[src/rtl/lsu_pkg.sv]
// -----------------------------------------------------------------------------
// lsu_pkg
//   Shared definitions for the load/store unit:
//     - access size encodings (SZ_B, SZ_H, SZ_W; 2'b11 is illegal)
//     - FSM state enum (exported on the lsu state_dbg port)
//     - is_misaligned(): alignment check for a size/offset pair
// -----------------------------------------------------------------------------
package lsu_pkg;

  localparam logic [1:0] SZ_B = 2'b00;
  localparam logic [1:0] SZ_H = 2'b01;
  localparam logic [1:0] SZ_W = 2'b10;

  typedef enum logic [1:0] {
    ST_IDLE = 2'b00,
    ST_REQ  = 2'b01,
    ST_WAIT = 2'b10,
    ST_DONE = 2'b11
  } lsu_state_e;

  // A halfword must sit on an even address and a word on a multiple of four.
  // The reserved size encoding is treated as misaligned, so it never reaches
  // the memory.
  function automatic logic is_misaligned(input logic [1:0] sz,
                                         input logic [1:0] off);
    logic bad;
    case (sz)
      SZ_B:    bad = 1'b0;
      SZ_H:    bad = off[0];
      SZ_W:    bad = (off != 2'b00);
      default: bad = 1'b1;
    endcase
    return bad;
  endfunction

endpackage

[src/rtl/lsu_if.sv]
// -----------------------------------------------------------------------------
// lsu_if
//   Data-memory bus between the load/store unit (master) and the memory
//   (slave).
//
//   Handshake:
//     - The master raises dmem_req with dmem_addr, dmem_write_en, dmem_be and
//       dmem_val_out, and holds all of them stable until the slave answers
//       with dmem_gnt in the same cycle. A cycle with dmem_req && dmem_gnt
//       transfers the request; dmem_req drops afterwards.
//     - For a read, the slave later pulses dmem_rvalid for exactly one cycle
//       with the full word on dmem_val_in. Writes get no response.
//     - At most one access is outstanding; gnt/rvalid seen while no access is
//       pending are ignored by the master.
//
//   Signals:
//     dmem_req      master->slave  access request
//     dmem_addr     master->slave  word-aligned byte address
//     dmem_write_en master->slave  1 = store
//     dmem_be       master->slave  byte enables
//     dmem_val_out  master->slave  lane-aligned store data
//     dmem_gnt      slave->master  request accepted this cycle
//     dmem_rvalid   slave->master  read data valid
//     dmem_val_in   slave->master  read data (full word)
// -----------------------------------------------------------------------------
interface lsu_if #(
  parameter int ADDR_W = 32,
  parameter int DATA_W = 32
);

  logic                  dmem_req;
  logic [ADDR_W-1:0]     dmem_addr;
  logic                  dmem_write_en;
  logic [DATA_W/8-1:0]   dmem_be;
  logic [DATA_W-1:0]     dmem_val_out;
  logic                  dmem_gnt;
  logic                  dmem_rvalid;
  logic [DATA_W-1:0]     dmem_val_in;

  modport master (
    output dmem_req,
    output dmem_addr,
    output dmem_write_en,
    output dmem_be,
    output dmem_val_out,
    input  dmem_gnt,
    input  dmem_rvalid,
    input  dmem_val_in
  );

  modport slave (
    input  dmem_req,
    input  dmem_addr,
    input  dmem_write_en,
    input  dmem_be,
    input  dmem_val_out,
    output dmem_gnt,
    output dmem_rvalid,
    output dmem_val_in
  );

endinterface

[src/rtl/lsu_align.sv]
// -----------------------------------------------------------------------------
// lsu_align
//   Combinational lane logic for the load/store unit (DATA_W must be 32).
//   Store side: replicates the store data across the lanes and builds the
//   byte enables from the size and the byte offset.
//   Load side: shifts the returned word down by the byte offset, truncates it
//   to the access size and sign- or zero-extends it.
//
//   Ports:
//     size        in   access size (SZ_B/SZ_H/SZ_W)
//     offset      in   byte offset within the word (addr[1:0])
//     ld_unsigned in   zero-extend loads when 1
//     st_data     in   raw store data
//     st_lanes    out  lane-replicated store data
//     st_be       out  byte enables (all zero for the illegal size)
//     ld_word     in   full word returned by memory
//     ld_result   out  extracted and extended load value
// -----------------------------------------------------------------------------
module lsu_align
  import lsu_pkg::*;
#(
  parameter int DATA_W = 32
) (
  input  logic [1:0]          size,
  input  logic [1:0]          offset,
  input  logic                ld_unsigned,
  input  logic [DATA_W-1:0]   st_data,
  output logic [DATA_W-1:0]   st_lanes,
  output logic [DATA_W/8-1:0] st_be,
  input  logic [DATA_W-1:0]   ld_word,
  output logic [DATA_W-1:0]   ld_result
);

  logic [DATA_W-1:0] shifted;
  logic              sign_b;
  logic              sign_h;

  always_comb begin
    // Bring the addressed byte/halfword down to bit 0.
    shifted = ld_word >> {offset, 3'b000};
    sign_b  = ~ld_unsigned & shifted[7];
    sign_h  = ~ld_unsigned & shifted[15];

    st_lanes  = st_data;
    st_be     = '0;
    ld_result = shifted;

    case (size)
      SZ_B: begin
        st_lanes  = {4{st_data[7:0]}};
        st_be     = 4'b0001 << offset;
        ld_result = {{24{sign_b}}, shifted[7:0]};
      end
      SZ_H: begin
        st_lanes  = {2{st_data[15:0]}};
        st_be     = 4'b0011 << offset;
        ld_result = {{16{sign_h}}, shifted[15:0]};
      end
      SZ_W: begin
        st_lanes  = st_data;
        st_be     = 4'b1111;
        ld_result = shifted;
      end
      default: begin
        st_lanes  = st_data;
        st_be     = '0;
        ld_result = shifted;
      end
    endcase
  end

endmodule

[src/rtl/lsu.sv]
// -----------------------------------------------------------------------------
// lsu
//   Load/store unit for the memory stage. Issues byte/half/word accesses over
//   the lsu_if bus, stalls the pipeline while an access is outstanding,
//   flags misaligned accesses and registers the writeback value.
//
//   Ports:
//     clk                   in   clock, rising edge
//     reset                 in   asynchronous, active-low
//     is_ld_op_passthrough  in   load in this stage
//     is_str_op_passthrough in   store in this stage
//     size                  in   00 byte, 01 half, 10 word, 11 illegal
//     ld_unsigned           in   zero-extend loads when 1
//     md_passthrough        in   byte address
//     rd_val_passthrough    in   store data, or result of a non-memory op
//     stall                 out  hold this stage's inputs and upstream
//     misalign              out  one-cycle fault pulse
//     wb_val                out  registered writeback value
//     wb_valid              out  wb_val valid this cycle
//     dmem                  master side of the data-memory bus
//     state_dbg             out  current FSM state
//
//   Flow: IDLE issues an aligned access combinationally. Without a grant the
//   request is parked in REQ; a granted load waits for rvalid in WAIT; every
//   access finishes with one DONE cycle in which stall drops so the pipeline
//   advances without re-issuing the op.
// -----------------------------------------------------------------------------
module lsu
  import lsu_pkg::*;
#(
  parameter int ADDR_W = 32,
  parameter int DATA_W = 32
) (
  input  logic              clk,
  input  logic              reset,
  input  logic              is_ld_op_passthrough,
  input  logic              is_str_op_passthrough,
  input  logic [1:0]        size,
  input  logic              ld_unsigned,
  input  logic [ADDR_W-1:0] md_passthrough,
  input  logic [DATA_W-1:0] rd_val_passthrough,
  output logic              stall,
  output logic              misalign,
  output logic [DATA_W-1:0] wb_val,
  output logic              wb_valid,
  lsu_if.master             dmem,
  output lsu_state_e        state_dbg
);

  lsu_state_e state_q;
  lsu_state_e state_d;

  // Request captured at issue; drives the bus in REQ and the extract in WAIT
  // so neither depends on the upstream honouring stall.
  logic [ADDR_W-1:0] lat_addr;
  logic [1:0]        lat_size;
  logic              lat_uns;
  logic              lat_load;
  logic [DATA_W-1:0] lat_data;

  logic              mem_op;
  logic              cur_mis;
  logic              issue;
  logic              req_live;

  logic [ADDR_W-1:0] cur_addr;
  logic [1:0]        cur_size;
  logic              cur_uns;
  logic              cur_load;
  logic [DATA_W-1:0] cur_data;

  logic [DATA_W-1:0]   st_lanes;
  logic [DATA_W/8-1:0] st_be;
  logic [DATA_W-1:0]   ld_result;

  // ---------------------------------------------------------------------------
  // Issue decode
  // ---------------------------------------------------------------------------
  assign mem_op  = is_ld_op_passthrough | is_str_op_passthrough;
  assign cur_mis = is_misaligned(size, md_passthrough[1:0]);
  assign issue   = (state_q == ST_IDLE) && mem_op && !cur_mis;

  // In IDLE the live pipeline inputs describe the access; afterwards the
  // captured copy does.
  always_comb begin
    if (state_q == ST_IDLE) begin
      cur_addr = md_passthrough;
      cur_size = size;
      cur_uns  = ld_unsigned;
      cur_load = is_ld_op_passthrough;
      cur_data = rd_val_passthrough;
    end else begin
      cur_addr = lat_addr;
      cur_size = lat_size;
      cur_uns  = lat_uns;
      cur_load = lat_load;
      cur_data = lat_data;
    end
  end

  lsu_align #(
    .DATA_W (DATA_W)
  ) u_align (
    .size        (cur_size),
    .offset      (cur_addr[1:0]),
    .ld_unsigned (cur_uns),
    .st_data     (cur_data),
    .st_lanes    (st_lanes),
    .st_be       (st_be),
    .ld_word     (dmem.dmem_val_in),
    .ld_result   (ld_result)
  );

  // ---------------------------------------------------------------------------
  // Bus and pipeline outputs. Gating with reset keeps every output at zero
  // while reset is held, whatever the pipeline inputs show.
  // ---------------------------------------------------------------------------
  assign req_live = issue || (state_q == ST_REQ);

  assign dmem.dmem_req      = reset && req_live;
  assign dmem.dmem_addr     = dmem.dmem_req ? {cur_addr[ADDR_W-1:2], 2'b00} : '0;
  assign dmem.dmem_write_en = dmem.dmem_req && !cur_load;
  assign dmem.dmem_be       = dmem.dmem_req ? st_be : '0;
  assign dmem.dmem_val_out  = dmem.dmem_write_en ? st_lanes : '0;

  assign stall     = reset && (issue || (state_q == ST_REQ) || (state_q == ST_WAIT));
  assign state_dbg = state_q;

  // ---------------------------------------------------------------------------
  // FSM next state. gnt is only looked at while a request is on the bus and
  // rvalid only in WAIT, so stray responses in IDLE/DONE are dropped.
  // ---------------------------------------------------------------------------
  always_comb begin
    state_d = state_q;
    case (state_q)
      ST_IDLE: begin
        if (issue) begin
          if (dmem.dmem_gnt) begin
            state_d = is_ld_op_passthrough ? ST_WAIT : ST_DONE;
          end else begin
            state_d = ST_REQ;
          end
        end
      end
      ST_REQ: begin
        if (dmem.dmem_gnt) begin
          state_d = lat_load ? ST_WAIT : ST_DONE;
        end
      end
      ST_WAIT: begin
        if (dmem.dmem_rvalid) begin
          state_d = ST_DONE;
        end
      end
      ST_DONE: begin
        state_d = ST_IDLE;
      end
      default: begin
        state_d = ST_IDLE;
      end
    endcase
  end

  // ---------------------------------------------------------------------------
  // State, captured request and writeback registers
  // ---------------------------------------------------------------------------
  always_ff @(posedge clk or negedge reset) begin
    if (!reset) begin
      state_q  <= ST_IDLE;
      lat_addr <= '0;
      lat_size <= '0;
      lat_uns  <= 1'b0;
      lat_load <= 1'b0;
      lat_data <= '0;
      wb_val   <= '0;
      wb_valid <= 1'b0;
      misalign <= 1'b0;
    end else begin
      state_q <= state_d;

      if (issue) begin
        lat_addr <= md_passthrough;
        lat_size <= size;
        lat_uns  <= ld_unsigned;
        lat_load <= is_ld_op_passthrough;
        lat_data <= rd_val_passthrough;
      end

      // Writeback is only valid the cycle after a non-memory op or in the
      // DONE cycle of a load; every other cycle clears it.
      wb_valid <= 1'b0;
      misalign <= 1'b0;

      case (state_q)
        ST_IDLE: begin
          if (!mem_op) begin
            wb_val   <= rd_val_passthrough;
            wb_valid <= 1'b1;
          end else if (cur_mis) begin
            misalign <= 1'b1;
          end
        end
        ST_WAIT: begin
          if (dmem.dmem_rvalid) begin
            wb_val   <= ld_result;
            wb_valid <= 1'b1;
          end
        end
        default: begin
        end
      endcase
    end
  end

endmodule

[src/flat_wrapper.sv]
// flat-port wrapper written by rule: the top's interface ports become plain ports
module lsu_flat import lsu_pkg::*;
#(
  parameter int ADDR_W = 32,
  parameter int DATA_W = 32
)
  (clk, reset, is_ld_op_passthrough, is_str_op_passthrough, size, ld_unsigned, md_passthrough, rd_val_passthrough, stall, misalign, wb_val, wb_valid, state_dbg, dmem_dmem_req, dmem_dmem_addr, dmem_dmem_write_en, dmem_dmem_be, dmem_dmem_val_out, dmem_dmem_gnt, dmem_dmem_rvalid, dmem_dmem_val_in);
  lsu_if #(.ADDR_W(ADDR_W), .DATA_W(DATA_W)) dmem_i ();
  input  logic clk;
  input  logic reset;
  input  logic is_ld_op_passthrough;
  input  logic is_str_op_passthrough;
  input  logic [1:0] size;
  input  logic ld_unsigned;
  input  logic [ADDR_W-1:0] md_passthrough;
  input  logic [DATA_W-1:0] rd_val_passthrough;
  output logic stall;
  output logic misalign;
  output logic [DATA_W-1:0] wb_val;
  output logic wb_valid;
  output lsu_state_e state_dbg;
  output wire logic [$bits(dmem_i.dmem_req)-1:0] dmem_dmem_req;
  output wire logic [$bits(dmem_i.dmem_addr)-1:0] dmem_dmem_addr;
  output wire logic [$bits(dmem_i.dmem_write_en)-1:0] dmem_dmem_write_en;
  output wire logic [$bits(dmem_i.dmem_be)-1:0] dmem_dmem_be;
  output wire logic [$bits(dmem_i.dmem_val_out)-1:0] dmem_dmem_val_out;
  input wire logic [$bits(dmem_i.dmem_gnt)-1:0] dmem_dmem_gnt;
  input wire logic [$bits(dmem_i.dmem_rvalid)-1:0] dmem_dmem_rvalid;
  input wire logic [$bits(dmem_i.dmem_val_in)-1:0] dmem_dmem_val_in;
  assign dmem_dmem_req = dmem_i.dmem_req;
  assign dmem_dmem_addr = dmem_i.dmem_addr;
  assign dmem_dmem_write_en = dmem_i.dmem_write_en;
  assign dmem_dmem_be = dmem_i.dmem_be;
  assign dmem_dmem_val_out = dmem_i.dmem_val_out;
  assign dmem_i.dmem_gnt = dmem_dmem_gnt;
  assign dmem_i.dmem_rvalid = dmem_dmem_rvalid;
  assign dmem_i.dmem_val_in = dmem_dmem_val_in;
  lsu #(.ADDR_W(ADDR_W), .DATA_W(DATA_W)) u_core (.clk(clk), .reset(reset), .is_ld_op_passthrough(is_ld_op_passthrough), .is_str_op_passthrough(is_str_op_passthrough), .size(size), .ld_unsigned(ld_unsigned), .md_passthrough(md_passthrough), .rd_val_passthrough(rd_val_passthrough), .stall(stall), .misalign(misalign), .wb_val(wb_val), .wb_valid(wb_valid), .dmem(dmem_i), .state_dbg(state_dbg));
endmodule
[config.mk]
export PLATFORM = sky130hd
export DESIGN_NAME = lsu_flat
export DESIGN_NICKNAME = d
export VERILOG_FILES = /design/src/rtl/lsu_pkg.sv /design/src/rtl/lsu_if.sv /design/src/rtl/lsu_align.sv /design/src/rtl/lsu.sv /design/src/flat_wrapper.sv
export SDC_FILE = /design/constraint.sdc
export NUM_CORES = 1
export LEC_CHECK = 0
export BUFFER_PORTS_ARGS = -buffer_cell sky130_fd_sc_hd__buf_2
export CORE_ASPECT_RATIO = 0.9
export CORE_MARGIN = 2
export CORE_UTILIZATION = 57
export CTS_BUF_LIST = sky130_fd_sc_hd__clkbuf_16
export DETAILED_ROUTE_END_ITERATION = 12
export PLACE_DENSITY = 0.87
export REMOVE_ABC_BUFFERS = 1
export SLEW_MARGIN = 10
export SYNTH_ARGS = -nofsm -noshare
export SYNTH_HDL_FRONTEND = slang
export SYNTH_HIERARCHICAL = 1
export SYNTH_SLANG_ARGS = --single-unit
[constraint.sdc]
create_clock -name clk -period 6.1 [get_ports clk]
set_input_delay 0.305 -clock clk [delete_from_list [all_inputs] [get_ports clk]]
set_output_delay 0.305 -clock clk [all_outputs]
set_load 0.01 [all_outputs]
==> reports/metrics.yaml <==
outcome: "finished, final reports clean"
final_nets: 930
cp_max_fo: 50
r2r_setup_slack_ps: 2540
required_ps: 5790
fp.dieH_um: 110.7
die-area_mm2: 0.01357
final_common_cell: "buf_2"
maxSlewHeadroom_pct: 38.56
worst_hold_slack_ps: 195.3
period_needed_ps: 3746
area_growth_pct: 15.95
final_cells: 987
cap_viol_max_count: 0
crit_arrival_ps: 3440
hold_viol: 0
yosysTopAreaCell: "dfrtp_1"
synth_area_mm2: 0.007211
ant_nets: 0
post_cts_buffers: 0
synth_area_leaders: "dfrtp_1 (36%), mux2i_1 (13%), mux2_2 (12%), mux2_4 (10%), a21oi_2 (3.5%)"
antenna_cells: 0
ir_worst_vdd_uv: 337.2
antenna_found_initial: 0
syn_avg_cell_area_um2: 11.01
yosysTopAreaCellShare_pct: 36.09
track_usage_pct: 26.90
port_buffers: 209
numCtsBuffers: 9
root_buffer: "clkbuf_16"
post-place-cells: 970
wirelength_um: 18070
synth_ff_type: "dfrtp_1"
overflow: 0
drive_above_1_share_pct: 48.97
drc_errors: 0
die_x_um: 122.6
clkSinkCount: 104
drtIter0Drc: 367
rows: 38
leakage_nw: 3.964
avgViaCountPerCell: 5.674
async_flop_share_pct: 100.0
tightest_slew_ps: 921.6
htreeDepth: 3
initial_core_util_pct: 59.01
drv_slew: 0
power_density_mw_per_mm2: 575.4
hold_buffers: 1
ys_warn_count: 6
clk_path_buf_depth: 2
fin_skew_ps: 7.226
cts_tree: "done"
fin_crit_sh_pct: 61.41
cp-end-kind: "primary output"
ys_seq_area_share_pct: 36.09
grt_pass1_wl_um: 28420
grt_pass1_vias: 5419
grt_max_degree: 67
holdCritPathClass: "in2reg"
cts-resized-gates: 0
ios: 212
post-dp-hpwl_um: 12530
setup_violations: 0
worst-setup-path-type: "reg2out"
gp_congestion: 0.8472
post_drt_wl_per_cell_um: 18.31
core_area_mm2: 0.01222
clk_latency_ps: 350
synth_edf_count: 0
vias: 5600
max_freq_ghz: 0.2670
clk_pin_slew_ps: 70
rsz0062_at_grt: "no"
pre_cts_slack_ps: 2563
setup_tns_ps: 0
worstSetupStartpointType: "flip-flop"
synthCells: 655
setup_ws_ps: 2354
synth.distinct_cells: 48
synth-seq-cells: 104
drt_pre_antenna_iters: 5
final_cell_mix: "buf_2 (208), dfrtp_1 (104), mux2i_1 (91)"
state kept, by name, summed over array words and instances, names as in the netlist:
name and cells:
u_core/lat_addr 32, u_core/lat_data 32, u_core/wb_val 32, u_core/lat_size 2, u_core/state_dbg 2, u_core/lat_load 1, u_core/lat_uns 1, u_core/misalign 1
u_core/wb_valid 1
layer usage:
metal,wire length (µm),GRT usage [%]
met5,0,0
met3,1072,5.761
met2,8724,42.96
met1,7671,35.37
met4,600,10.88
area by class of cell:
type                    instances  area [µm²]
well taps                     160       200.2
inverters                       4       15.01
fillers                       955        3859
clock buffers                   9       225.2
clock inverters                 7       31.28
multi-input cells             488        4190
flip-flops and latches        104        2603
repair buffers                215        1096
cells in the mapped netlist (2+ instances only):
| cell type | count |
|---|---|
| or2_0 | 7 |
| o21ai_0 | 17 |
| a21oi_2 | 29 |
| and2_1 | 32 |
| o21a_2 | 2 |
| o21a_1 | 2 |
| nand2_1 | 37 |
| buf_2 | 23 |
| mux2i_1 | 91 |
| buf_4 | 14 |
| buf_1 | 2 |
| buf_6 | 14 |
| mux2_4 | 50 |
| a21oi_1 | 20 |
| o21ai_1 | 2 |
| dfrtp_1 | 104 |
| o211ai_1 | 6 |
| and3_1 | 4 |
| mux2_2 | 78 |
| nand2b_1 | 3 |
| nor2_1 | 67 |
| clkbuf_1 | 5 |
| nand3_1 | 2 |
| o211ai_2 | 10 |
| ha_1 | 3 |
| inv_1 | 3 |
| a32o_1 | 2 |
| nor2b_1 | 6 |
power breakdown:
group          leakage (nW)  internal [W]  switching [W]  total, W
clock network         0.130      0.000269       0.000252  0.000521
logic                  2.62       0.00143        0.00162   0.00305
registers              1.22       0.00105       0.000195   0.00124
total                  3.96       0.00275        0.00206   0.00481
kinds of logic after synthesis:
kind of cell | synth area share, %
other | 0.05201
adder cells (fa/ha/maj) | 0.5206
AO/OA/AOI/OAI | 10.76
multiplexers | 35.22
AND/OR/NAND/NOR | 11.05
flip-flops | 36.09
buffers and inverters | 6.299
path summary, 6_finish.rpt:
path                                                   endpoint                            start  cells after the start
worst min register to register   u_core/lat_addr[1]$_DFFE_PN0P_   u_core/lat_addr[1]$_DFFE_PN0P_                      2
worst max-delay path                      dmem_dmem_val_out[21]  u_core/state_dbg[0]$_DFFE_PN0P_                      7
worst min-delay path             u_core/lat_addr[8]$_DFFE_PN0P_                md_passthrough[8]                      2
max in group asynchronous         u_core/wb_val[24]$_DFFE_PN0P_                            reset                      3
worst max register to register    u_core/wb_val[16]$_DFFE_PN0P_  u_core/state_dbg[0]$_DFFE_PN0P_                      8
min in group asynchronous       u_core/lat_addr[23]$_DFFE_PN0P_                            reset                      2
through the flow:
stage | area (µm²) | power [W] | util, %
after global placement | 8087 | 0.004199 | 66.18
after detailed placement | 8087 | 0.004264 | 66.18
after global routing | 8361 | 0.005131 | 68.42
final | 8361 | 0.004811 | 68.42
after CTS | 8353 | 0.004803 | 68.36
after floorplan | 6775 | 0.003512 | -
critical path, cell delays in order (launching register included):
cell and delay [ps]:
dfrtp_1 400, inv_1 160, ha_4 410, buf_4 680, mux2i_1 260, o211a_1 790, and2_1 240, buf_2 130
Power figures use the tool's default switching activity.
